$ cat config.mk
export PLATFORM = sky130hd
export DESIGN_NAME = id_ex_stage_flat
export DESIGN_NICKNAME = d
export VERILOG_FILES = /design/src/rtl/id_ex_if.sv /design/src/rtl/id_ex_stage.sv /design/src/flat_wrapper.sv
export SDC_FILE = /design/constraint.sdc
export NUM_CORES = 1
export LEC_CHECK = 0
export BUFFER_PORTS_ARGS = -buffer_cell sky130_fd_sc_hd__buf_4
export CORE_MARGIN = 10
export CORE_UTILIZATION = 50
export CTS_BUF_LIST = sky130_fd_sc_hd__clkbuf_4 sky130_fd_sc_hd__clkbuf_8
export DETAILED_ROUTE_END_ITERATION = 10
export GPL_ROUTABILITY_DRIVEN = 0
export PLACE_DENSITY = 0.95
export SETUP_SLACK_MARGIN = 0.5
export SLEW_MARGIN = 40
export SYNTH_ARGS = -nofsm -noshare
export SYNTH_HDL_FRONTEND = slang
export SYNTH_SLANG_ARGS = --single-unit
$ cat constraint.sdc
create_clock -name clk -period 5.3 [get_ports clk]
set_input_delay 0.53 -clock clk [delete_from_list [all_inputs] [get_ports clk]]
set_output_delay 0.53 -clock clk [all_outputs]
set_load 0.005 [all_outputs]
$ cat src/rtl/id_ex_if.sv
// ---------------------------------------------------------------------------
// id_ex_if -- bundle of the ID-side inputs and EX-side outputs of the ID/EX
// pipeline register.
//
//   master : the ID/control side. It drives id_*, flush and ex_stall, and it
//            observes ex_*, id_stall and bubble_cnt.
//   slave  : the id_ex_stage register itself (the reverse directions).
//
// Parameters
//   CTRL_W : width of the packed control bundle.
//            bit 0 = reg_write, bit 1 = mem_read, bit 2 = mem_write.
//   CNT_W  : width of the debug bubble counter.
// ---------------------------------------------------------------------------
interface id_ex_if #(
  parameter int CTRL_W = 12,
  parameter int CNT_W  = 16
);
  // ID side
  logic              id_valid;
  logic [31:0]       id_pc;
  logic [31:0]       id_rs_data;
  logic [31:0]       id_rt_data;
  logic [31:0]       id_imme_32;
  logic [4:0]        id_rs;
  logic [4:0]        id_rt;
  logic [4:0]        id_rd;
  logic              id_uses_rt;
  logic [CTRL_W-1:0] id_ctrl;

  // Pipeline control
  logic              flush;
  logic              ex_stall;

  // EX side
  logic              ex_valid;
  logic [31:0]       ex_pc;
  logic [31:0]       ex_rs_data;
  logic [31:0]       ex_rt_data;
  logic [31:0]       ex_imme_32;
  logic [4:0]        ex_rs;
  logic [4:0]        ex_rt;
  logic [4:0]        ex_rd;
  logic [CTRL_W-1:0] ex_ctrl;

  // Hazard / debug
  logic              id_stall;
  logic [CNT_W-1:0]  bubble_cnt;

  modport master (
    output id_valid, id_pc, id_rs_data, id_rt_data, id_imme_32,
           id_rs, id_rt, id_rd, id_uses_rt, id_ctrl, flush, ex_stall,
    input  ex_valid, ex_pc, ex_rs_data, ex_rt_data, ex_imme_32,
           ex_rs, ex_rt, ex_rd, ex_ctrl, id_stall, bubble_cnt
  );

  modport slave (
    input  id_valid, id_pc, id_rs_data, id_rt_data, id_imme_32,
           id_rs, id_rt, id_rd, id_uses_rt, id_ctrl, flush, ex_stall,
    output ex_valid, ex_pc, ex_rs_data, ex_rt_data, ex_imme_32,
           ex_rs, ex_rt, ex_rd, ex_ctrl, id_stall, bubble_cnt
  );
endinterface

$ cat src/rtl/id_ex_stage.sv
// ---------------------------------------------------------------------------
// id_ex_stage -- ID/EX pipeline register for the five-stage CPU.
//
// This block captures the decoded ID instruction and presents it to EX one
// cycle later. The captured fields are the operands, the sign-extended
// immediate, the register specifiers and the control bundle. The block also
// detects load-use hazards, inserts bubbles on a hazard or a branch flush,
// and keeps a saturating count of the inserted bubbles for debug.
//
// Ports
//   clk    : pipeline clock. All state updates on the rising edge.
//   rst_n  : asynchronous active-low reset. It clears every ex_* field and
//            bubble_cnt.
//   bus    : id_ex_if.slave
//            id_*      : decoded instruction from ID
//            flush     : taken branch/jump in EX. Kill the ID instruction.
//            ex_stall  : EX/MEM cannot accept. Hold everything.
//            ex_*      : registered copies for EX
//            id_stall  : combinational freeze request for PC and IF/ID
//            bubble_cnt: saturating number of flush/load-use bubbles
// ---------------------------------------------------------------------------
module id_ex_stage #(
  parameter int CTRL_W = 12,
  parameter int CNT_W  = 16
) (
  input  logic   clk,
  input  logic   rst_n,
  id_ex_if.slave bus
);

  localparam int CTRL_MEM_READ = 1;
  localparam logic [CNT_W-1:0] CNT_MAX = '1;

  typedef struct packed {
    logic              valid;
    logic [31:0]       pc;
    logic [31:0]       rs_data;
    logic [31:0]       rt_data;
    logic [31:0]       imme_32;
    logic [4:0]        rs;
    logic [4:0]        rt;
    logic [4:0]        rd;
    logic [CTRL_W-1:0] ctrl;
  } ex_reg_t;

  ex_reg_t          ex_q, ex_d;
  logic [CNT_W-1:0] cnt_q, cnt_d;
  logic             load_use;
  logic             rs_match, rt_match;

  // Load-use hazard: the instruction in EX is a load with a real destination,
  // and the ID instruction reads that register. A destination of r0 never
  // causes a hazard, because r0 is hard-wired to zero.
  assign rs_match = (ex_q.rt == bus.id_rs);
  assign rt_match = bus.id_uses_rt && (ex_q.rt == bus.id_rt);
  assign load_use = ex_q.valid && ex_q.ctrl[CTRL_MEM_READ] &&
                    (ex_q.rt != 5'd0) && bus.id_valid &&
                    (rs_match || rt_match);

  assign bus.id_stall = load_use || bus.ex_stall;

  always_comb begin
    // NOTE: every output of this block gets a default first. Without the
    // defaults, a path that does not assign a signal would infer a latch.
    ex_d  = ex_q;
    cnt_d = cnt_q;

    if (!bus.ex_stall) begin
      if (bus.flush || load_use) begin
        // Bubble. A flush and a load-use in the same cycle still make only
        // one bubble, so the counter advances by one.
        ex_d = '0;
        if (cnt_q != CNT_MAX) begin
          cnt_d = cnt_q + 1'b1;
        end
      end else begin
        ex_d.valid   = bus.id_valid;
        ex_d.pc      = bus.id_pc;
        ex_d.rs_data = bus.id_rs_data;
        ex_d.rt_data = bus.id_rt_data;
        ex_d.imme_32 = bus.id_imme_32;
        ex_d.rs      = bus.id_rs;
        ex_d.rt      = bus.id_rt;
        ex_d.rd      = bus.id_rd;
        // An empty ID slot must never carry write-enables into EX.
        ex_d.ctrl    = bus.id_valid ? bus.id_ctrl : '0;
      end
    end
  end

  always_ff @(posedge clk or negedge rst_n) begin
    // NOTE: sequential state uses non-blocking assignments. With them, every
    // register samples the values from before the edge, whatever order the
    // always blocks run in.
    if (!rst_n) begin
      ex_q  <= '0;
      cnt_q <= '0;
    end else begin
      ex_q  <= ex_d;
      cnt_q <= cnt_d;
    end
  end

  assign bus.ex_valid   = ex_q.valid;
  assign bus.ex_pc      = ex_q.pc;
  assign bus.ex_rs_data = ex_q.rs_data;
  assign bus.ex_rt_data = ex_q.rt_data;
  assign bus.ex_imme_32 = ex_q.imme_32;
  assign bus.ex_rs      = ex_q.rs;
  assign bus.ex_rt      = ex_q.rt;
  assign bus.ex_rd      = ex_q.rd;
  assign bus.ex_ctrl    = ex_q.ctrl;
  assign bus.bubble_cnt = cnt_q;

endmodule
$ cat src/flat_wrapper.sv
// flat-port wrapper written by rule: the top's interface ports become plain ports
module id_ex_stage_flat 
#(
  parameter int CTRL_W = 12,
  parameter int CNT_W  = 16
)
  (clk, rst_n, bus_id_valid, bus_id_pc, bus_id_rs_data, bus_id_rt_data, bus_id_imme_32, bus_id_rs, bus_id_rt, bus_id_rd, bus_id_uses_rt, bus_id_ctrl, bus_flush, bus_ex_stall, bus_ex_valid, bus_ex_pc, bus_ex_rs_data, bus_ex_rt_data, bus_ex_imme_32, bus_ex_rs, bus_ex_rt, bus_ex_rd, bus_ex_ctrl, bus_id_stall, bus_bubble_cnt);
  id_ex_if #(.CTRL_W(CTRL_W), .CNT_W(CNT_W)) bus_i ();
  input  logic clk;
  input  logic rst_n;
  input wire logic [$bits(bus_i.id_valid)-1:0] bus_id_valid;
  input wire logic [$bits(bus_i.id_pc)-1:0] bus_id_pc;
  input wire logic [$bits(bus_i.id_rs_data)-1:0] bus_id_rs_data;
  input wire logic [$bits(bus_i.id_rt_data)-1:0] bus_id_rt_data;
  input wire logic [$bits(bus_i.id_imme_32)-1:0] bus_id_imme_32;
  input wire logic [$bits(bus_i.id_rs)-1:0] bus_id_rs;
  input wire logic [$bits(bus_i.id_rt)-1:0] bus_id_rt;
  input wire logic [$bits(bus_i.id_rd)-1:0] bus_id_rd;
  input wire logic [$bits(bus_i.id_uses_rt)-1:0] bus_id_uses_rt;
  input wire logic [$bits(bus_i.id_ctrl)-1:0] bus_id_ctrl;
  input wire logic [$bits(bus_i.flush)-1:0] bus_flush;
  input wire logic [$bits(bus_i.ex_stall)-1:0] bus_ex_stall;
  output wire logic [$bits(bus_i.ex_valid)-1:0] bus_ex_valid;
  output wire logic [$bits(bus_i.ex_pc)-1:0] bus_ex_pc;
  output wire logic [$bits(bus_i.ex_rs_data)-1:0] bus_ex_rs_data;
  output wire logic [$bits(bus_i.ex_rt_data)-1:0] bus_ex_rt_data;
  output wire logic [$bits(bus_i.ex_imme_32)-1:0] bus_ex_imme_32;
  output wire logic [$bits(bus_i.ex_rs)-1:0] bus_ex_rs;
  output wire logic [$bits(bus_i.ex_rt)-1:0] bus_ex_rt;
  output wire logic [$bits(bus_i.ex_rd)-1:0] bus_ex_rd;
  output wire logic [$bits(bus_i.ex_ctrl)-1:0] bus_ex_ctrl;
  output wire logic [$bits(bus_i.id_stall)-1:0] bus_id_stall;
  output wire logic [$bits(bus_i.bubble_cnt)-1:0] bus_bubble_cnt;
  assign bus_i.id_valid = bus_id_valid;
  assign bus_i.id_pc = bus_id_pc;
  assign bus_i.id_rs_data = bus_id_rs_data;
  assign bus_i.id_rt_data = bus_id_rt_data;
  assign bus_i.id_imme_32 = bus_id_imme_32;
  assign bus_i.id_rs = bus_id_rs;
  assign bus_i.id_rt = bus_id_rt;
  assign bus_i.id_rd = bus_id_rd;
  assign bus_i.id_uses_rt = bus_id_uses_rt;
  assign bus_i.id_ctrl = bus_id_ctrl;
  assign bus_i.flush = bus_flush;
  assign bus_i.ex_stall = bus_ex_stall;
  assign bus_ex_valid = bus_i.ex_valid;
  assign bus_ex_pc = bus_i.ex_pc;
  assign bus_ex_rs_data = bus_i.ex_rs_data;
  assign bus_ex_rt_data = bus_i.ex_rt_data;
  assign bus_ex_imme_32 = bus_i.ex_imme_32;
  assign bus_ex_rs = bus_i.ex_rs;
  assign bus_ex_rt = bus_i.ex_rt;
  assign bus_ex_rd = bus_i.ex_rd;
  assign bus_ex_ctrl = bus_i.ex_ctrl;
  assign bus_id_stall = bus_i.id_stall;
  assign bus_bubble_cnt = bus_i.bubble_cnt;
  id_ex_stage #(.CTRL_W(CTRL_W), .CNT_W(CNT_W)) u_core (.clk(clk), .rst_n(rst_n), .bus(bus_i));
endmodule
### Word level (Yosys, flattened, before mapping)

Cells that the tools add are included.

* output and inout port bits: 173
* memory bits (writable): 0
* ROM bits: 0
* input bits: 161
* latch bits: 0
* memories: 0
* logic and storage cells: 27
* register bits: 172

* multipliers: 0
* $add $sub $neg: 1
* reduce and logical (&&, ||, !) cells: 10
* magnitude comparators: 0
* bitwise operators: 1
* equality and inequality tests: 3
* multiplexer cells: 2
* divide/modulo/power cells: 0
* shifts and indexed selects: 0

Operators with widths (count)
* 156-bit 2-to-1 mux: 1
* 16-bit by 1-bit adder with 16-bit output, second input constant: 1
* 16-bit inequality test, second input constant: 1
* 12-bit 2-to-1 mux: 1
* 5-bit == test: 2
* 1-bit logical AND: 5
* 5-bit nonzero test: 1
* 1-bit logical OR: 3
* 3-bit AND reduction: 1
* 1-bit NOT: 1

### Longest topological paths before layout

* depth in word-level cells: 6
* depth in mapped cells: 7

### Worst setup path after synthesis

No wires, ideal clock.

* path type: reg-to-reg
* from: register u_core.cnt_q[8], in the netlist u_core.bus.bubble_cnt[8]
* to: register u_core.cnt_q[1], in the netlist u_core.bus.bubble_cnt[1]
* required time: 5.175 ns
* library setup time: 0.125 ns
* stages on the path, launching flop included: 7
* clock period less this slack: 1.864 ns
* path slack: 3.436 ns
* arrival time: 1.740 ns
* path through: dfrtp_1 and3_4 and3_4 and3_1 a31o_4 nor2_1 mux2_2

* cells in the longest elaborated chain, start to end: 2

RTL lines
* start: declaration: line id_ex_stage.sv:47 `logic [CNT_W-1:0] cnt_q, cnt_d;`
* start signal: assignment: line id_ex_stage.sv:100 `cnt_q <= cnt_d;`
* 16-bit inequality test: line id_ex_stage.sv:73 `if (cnt_q != CNT_MAX) begin`
* 3-bit AND reduction (no line)

Every way passes these cells.
A chain may end at the register's enable or synchronous reset.

### Worst setup path after layout

* from: register u_core.ex_q, in the netlist u_core.bus.ex_rt[2]
* to: output port bus_id_stall

* cells in the longest elaborated chain, start to end: 5
* elaborated cells on any way between the ends: 9
* those cells by class: 2 x eq/ne; 7 x reduce/logical

RTL lines
* start: declaration: line id_ex_stage.sv:46 `ex_reg_t ex_q, ex_d;`
* start signal: assignment: line id_ex_stage.sv:96 `ex_q <= '0;`
* start signal: assignment: line id_ex_stage.sv:99 `ex_q <= ex_d;`
* 5-bit == test / 5-bit nonzero test (equally long branches): line id_ex_stage.sv:55, id_ex_stage.sv:57
* 1-bit logical AND (on tied branches): line id_ex_stage.sv:55, id_ex_stage.sv:56
* 1-bit logical OR / 1-bit logical AND (equally long branches): line id_ex_stage.sv:58, id_ex_stage.sv:57
* 1-bit logical AND *: line id_ex_stage.sv:57 `(ex_q.rt != 5'd0) && bus.id_valid &&`
* 1-bit logical OR *: line id_ex_stage.sv:60 `assign bus.id_stall = load_use || bus.ex_stall;`
* end: declaration: line flat_wrapper.sv:32 `output wire logic [$bits(bus_i.id_stall)-1:0] bus_id_stall;`

Mark *: on every way between the ends. The rest lies on a longest branch, timed or not.

==> results by group <==
Floorplan
  – Initial Util: 51.0%
  – Die Span Y: 133 µm
  – Die Area: 17800 µm²
  – Die width: 133 µm
  – Top-Level Pins: 334
  – Core area: 12600 µm²
  – Row count: 41

Clocking
  – Clk buf depth: 2
  – CTS buffer count: 17
  – Clock-pin slew on the worst setup and hold paths: 90 ps
  – CTS Sinks: 172
  – CTS tree: done
  – H-tree levels: 4
  – Root Driver: clkbuf_8
  – Latest clock arrival within the worst-skew pair: 460 ps

Timing
  – Slew Limit Headroom: 46.1%
  – Max frequency: 429 MHz
  – Setup violators final: 0
  – RSZ-0062 raised after global routing: false
  – Worst Tran Pin Value: 808 ps
  – Total negative setup slack: 0 ps
  – Slew Viols, Final: 0
  – Crit share post-route: 44.0%
  – Final hold vios: 0
  – Period minus WS final: 2330 ps
  – Post-route setup slack: 2970 ps
  – Fin Hold WS: 278 ps
  – Clock Skew: 8.59 ps

Detailed routing
  – DR vias/cell: 5.56
  – ANT nets after route: 0
  – Avg WL per Cell: 23.9 µm
  – DR iter-0 viols: 365
  – Drt total wl: 22.7 mm
  – DRC viols: 0
  – Vias: 5277
  – Drt pass-1 iters: 4

GRT
  – Largest net degree at the start of global routing: 121
  – Gr usage total: 24.5%
  – Vias in the first global route: 5780
  – Initial antenna violation count: 0
  – Remaining global-route overflow: 0
  – Global-route wire length before repair: 33.9 mm

Final layout
  – Fraction of layout cells with a size suffix above 1: 49.4%
  – Nets: 926
  – Diode count: 0
  – Final Non-Filler Cells: 949
  – Final Instance Area: 9460 µm²
  – Area delta synth->final: 47.5%

Synth
  – Syn Nets: 603
  – Avg Inst Size Synth: 14.5 µm²
  – Mapped cell area: 6410 µm²
  – Number of synthesized register bits: 172
  – Post-synthesis cell count: 441
  – Sequential area share after synthesis: 67.1%
  – Synth unique cells: 29
  – Synth Warn #: 0

Critical path
  – Buffers plus inverters on the worst setup path: 1
  – Cell chain of the critical path: xnor2_1 -> nand4_1 -> o22ai_2 -> a21o_1 -> buf_4
  – Slowest stage delay, CP: 460 ps
  – CP Data Required Time: 4770 ps
  – Crit-path max FO: 5
  – Crit path kind: flip-flop to output port
  – Startpoint Class: flip-flop
  – Reg2reg start: u_core.bus.ex_rt[2]
  – R2r endpoint: u_core.bus.ex_pc[13]
  – Worst reg-to-reg setup slack: 3170 ps
  – CP max-delay cell: dfrtp_1
  – Reg2reg path depth: 6
  – Arr. time, crit path: 1800 ps
  – CP Capture Type: output port
  – CP top delay family: flip-flops

Place
  – DP Wirelength: 16.7 mm
  – Dpl cells: 915
  – Area after DPL: 9010 µm²
  – Number of buffers added on ports: 333
  – Pre-CTS WS: 2960 ps

Run
  – Max Cap Violations: 0

Outcome
  – Status: finished, final reports clean

Min path
  – HP Start: bus_id_rd[4]
  – Hold EP: u_core.bus.ex_rd[4]
  – Worst hold path depth: 2
  – Min-delay worst type: primary input to flip-flop

Power
  – PwrDens: 319 nW/µm²
  – Peak supply drop: 0.000199 V
  – Total leakage power: 0.00496 µW
[worst reg2reg max path: stages (launching register included)]
cell and delay, ps:
dfrtp_1 460, xnor2_1 170, nand4_1 130, o22ai_2 130, a211oi_4 250, buf_4 630, a22o_1 300
[stage by stage]
step | util, % | power, µW
final | 75.3 | 3020
after global routing | 75.3 | 3150
after CTS | 74.9 | 3040
after detailed placement | 71.7 | 2110
after global placement | 71.7 | 2080
after floorplan | - | 1730
[report_power, final]
| group | internal (µW) | switching [µW] | total, µW | leakage (µW) |
|---|---|---|---|---|
| Combinational | 325 | 227 | 551 | 0.00253 |
| Sequential | 1430 | 108 | 1540 | 0.00224 |
| Clock | 445 | 485 | 930 | 0.000190 |
| Total | 2200 | 820 | 3020 | 0.00496 |
[worst max-delay path by stage]
stage	start	depth (start not counted)	endpoint	slack, ps
6_report	u_core.bus.ex_rt[2]	5	bus_id_stall	2970
5_1_grt	u_core.bus.ex_rt[0]	5	bus_id_stall	2830
4_1_cts	u_core.bus.ex_rt[4]	5	bus_id_stall	2940
3_5_place_dp	bus_ex_stall	3	u_core.bus.ex_rt_data[10]	2960
3_3_place_gp	bus_ex_stall	3	u_core.bus.ex_rd[2]	3070
2_1_floorplan	u_core.bus.bubble_cnt[8]	6	u_core.bus.bubble_cnt[1]	3440
[Yosys cell counts]
| library cell | n | area, µm² |
|---|---|---|
| nand2_1 | 7 | 26.3 |
| a211oi_4 | 1 | 20.0 |
| and3_1 | 1 | 6.26 |
| nor3_2 | 4 | 40.0 |
| nand3_1 | 7 | 35.0 |
| ha_1 | 1 | 12.5 |
| and4_1 | 1 | 8.76 |
| nor3_1 | 6 | 30.0 |
| mux2_2 | 1 | 11.3 |
| nor4_2 | 2 | 25.0 |
| buf_6 | 1 | 11.3 |
| clkbuf_1 | 25 | 93.8 |
| o22ai_2 | 1 | 12.5 |
| nor3b_2 | 1 | 12.5 |
| buf_4 | 1 | 7.51 |
| nor2_1 | 2 | 7.51 |
| inv_1 | 3 | 11.3 |
| nand4_1 | 4 | 25.0 |
| a22o_1 | 155 | 1360 |
| nor4_1 | 2 | 12.5 |
| a31o_4 | 1 | 17.5 |
| xnor2_1 | 11 | 96.3 |
| a21oi_1 | 2 | 10.0 |
| xor2_1 | 14 | 123 |
| and2_1 | 2 | 12.5 |
| a21o_1 | 2 | 15.0 |
| and3_4 | 2 | 22.5 |
| buf_2 | 9 | 45.0 |
| dfrtp_1 | 172 | 4300 |
[cell type report]
class                   count  area (µm²)
flip-flops and latches    172        4300
inverters                   3        11.3
clock inverters            13         143
clock buffers              19         262
well taps                 172         215
fillers                   767        3110
repair buffers            340        2590
multi-input cells         230        1940
[cell families (layout without fill, tap and decap cells)]
group / Yosys count / after routing / share of synthesized area, %
AO/OA/AOI/OAI: 162 / 162 / 22.3
AND/OR/NAND/NOR: 41 / 41 / 4.12
XOR/XNOR: 25 / 25 / 3.41
flip-flops: 172 / 172 / 67.1
multiplexers: 1 / 1 / 0.176
adder cells (fa/ha/maj): 1 / 1 / 0.195
buffers and inverters: 39 / 375 / 2.63
[registers in the layout, indices dropped and copies added (netlist names)]
register,count
u_core.bus.ex_imme_32,32
u_core.bus.ex_pc,32
u_core.bus.ex_rs_data,32
u_core.bus.ex_rt_data,32
u_core.bus.bubble_cnt,16
u_core.bus.ex_ctrl,12
u_core.bus.ex_rd,5
u_core.bus.ex_rs,5
u_core.bus.ex_rt,5
u_core.bus.ex_valid,1
[cells in the final DEF, fill, tap and decap left out, drive strengths merged, types with 2 or more instances in the layout]
master      n
nor2        2
nand3       7
dfrtp     172
clkinvlp    5
and2        2
inv         4
a22o      155
bufinv      2
nor3       10
clkinv      5
clkbuf     19
nand4       4
nand2       7
a21o        2
xnor2      11
nor4        4
and3        3
buf       339
a21oi       2
xor2       14
[routing by layer]
layer	part of all wire [%]	up-vias	global-route usage (%)	wire, µm
met5	0	-	0	0
met4	3.5	0	11.4	795
met3	7.3	53	7.93	1650
met2	51	264	41.6	11500
met1	38	2646	27.5	8700
li1	-	2314	-	-
[repair_timing]
item                                   in CTS  in global routing
hold buffers                                0                  1
buffers inserted                            0                  0
resized for setup                           0                  0
endpoints found under the hold margin       0                 49
Power figures use the tool's default switching activity.
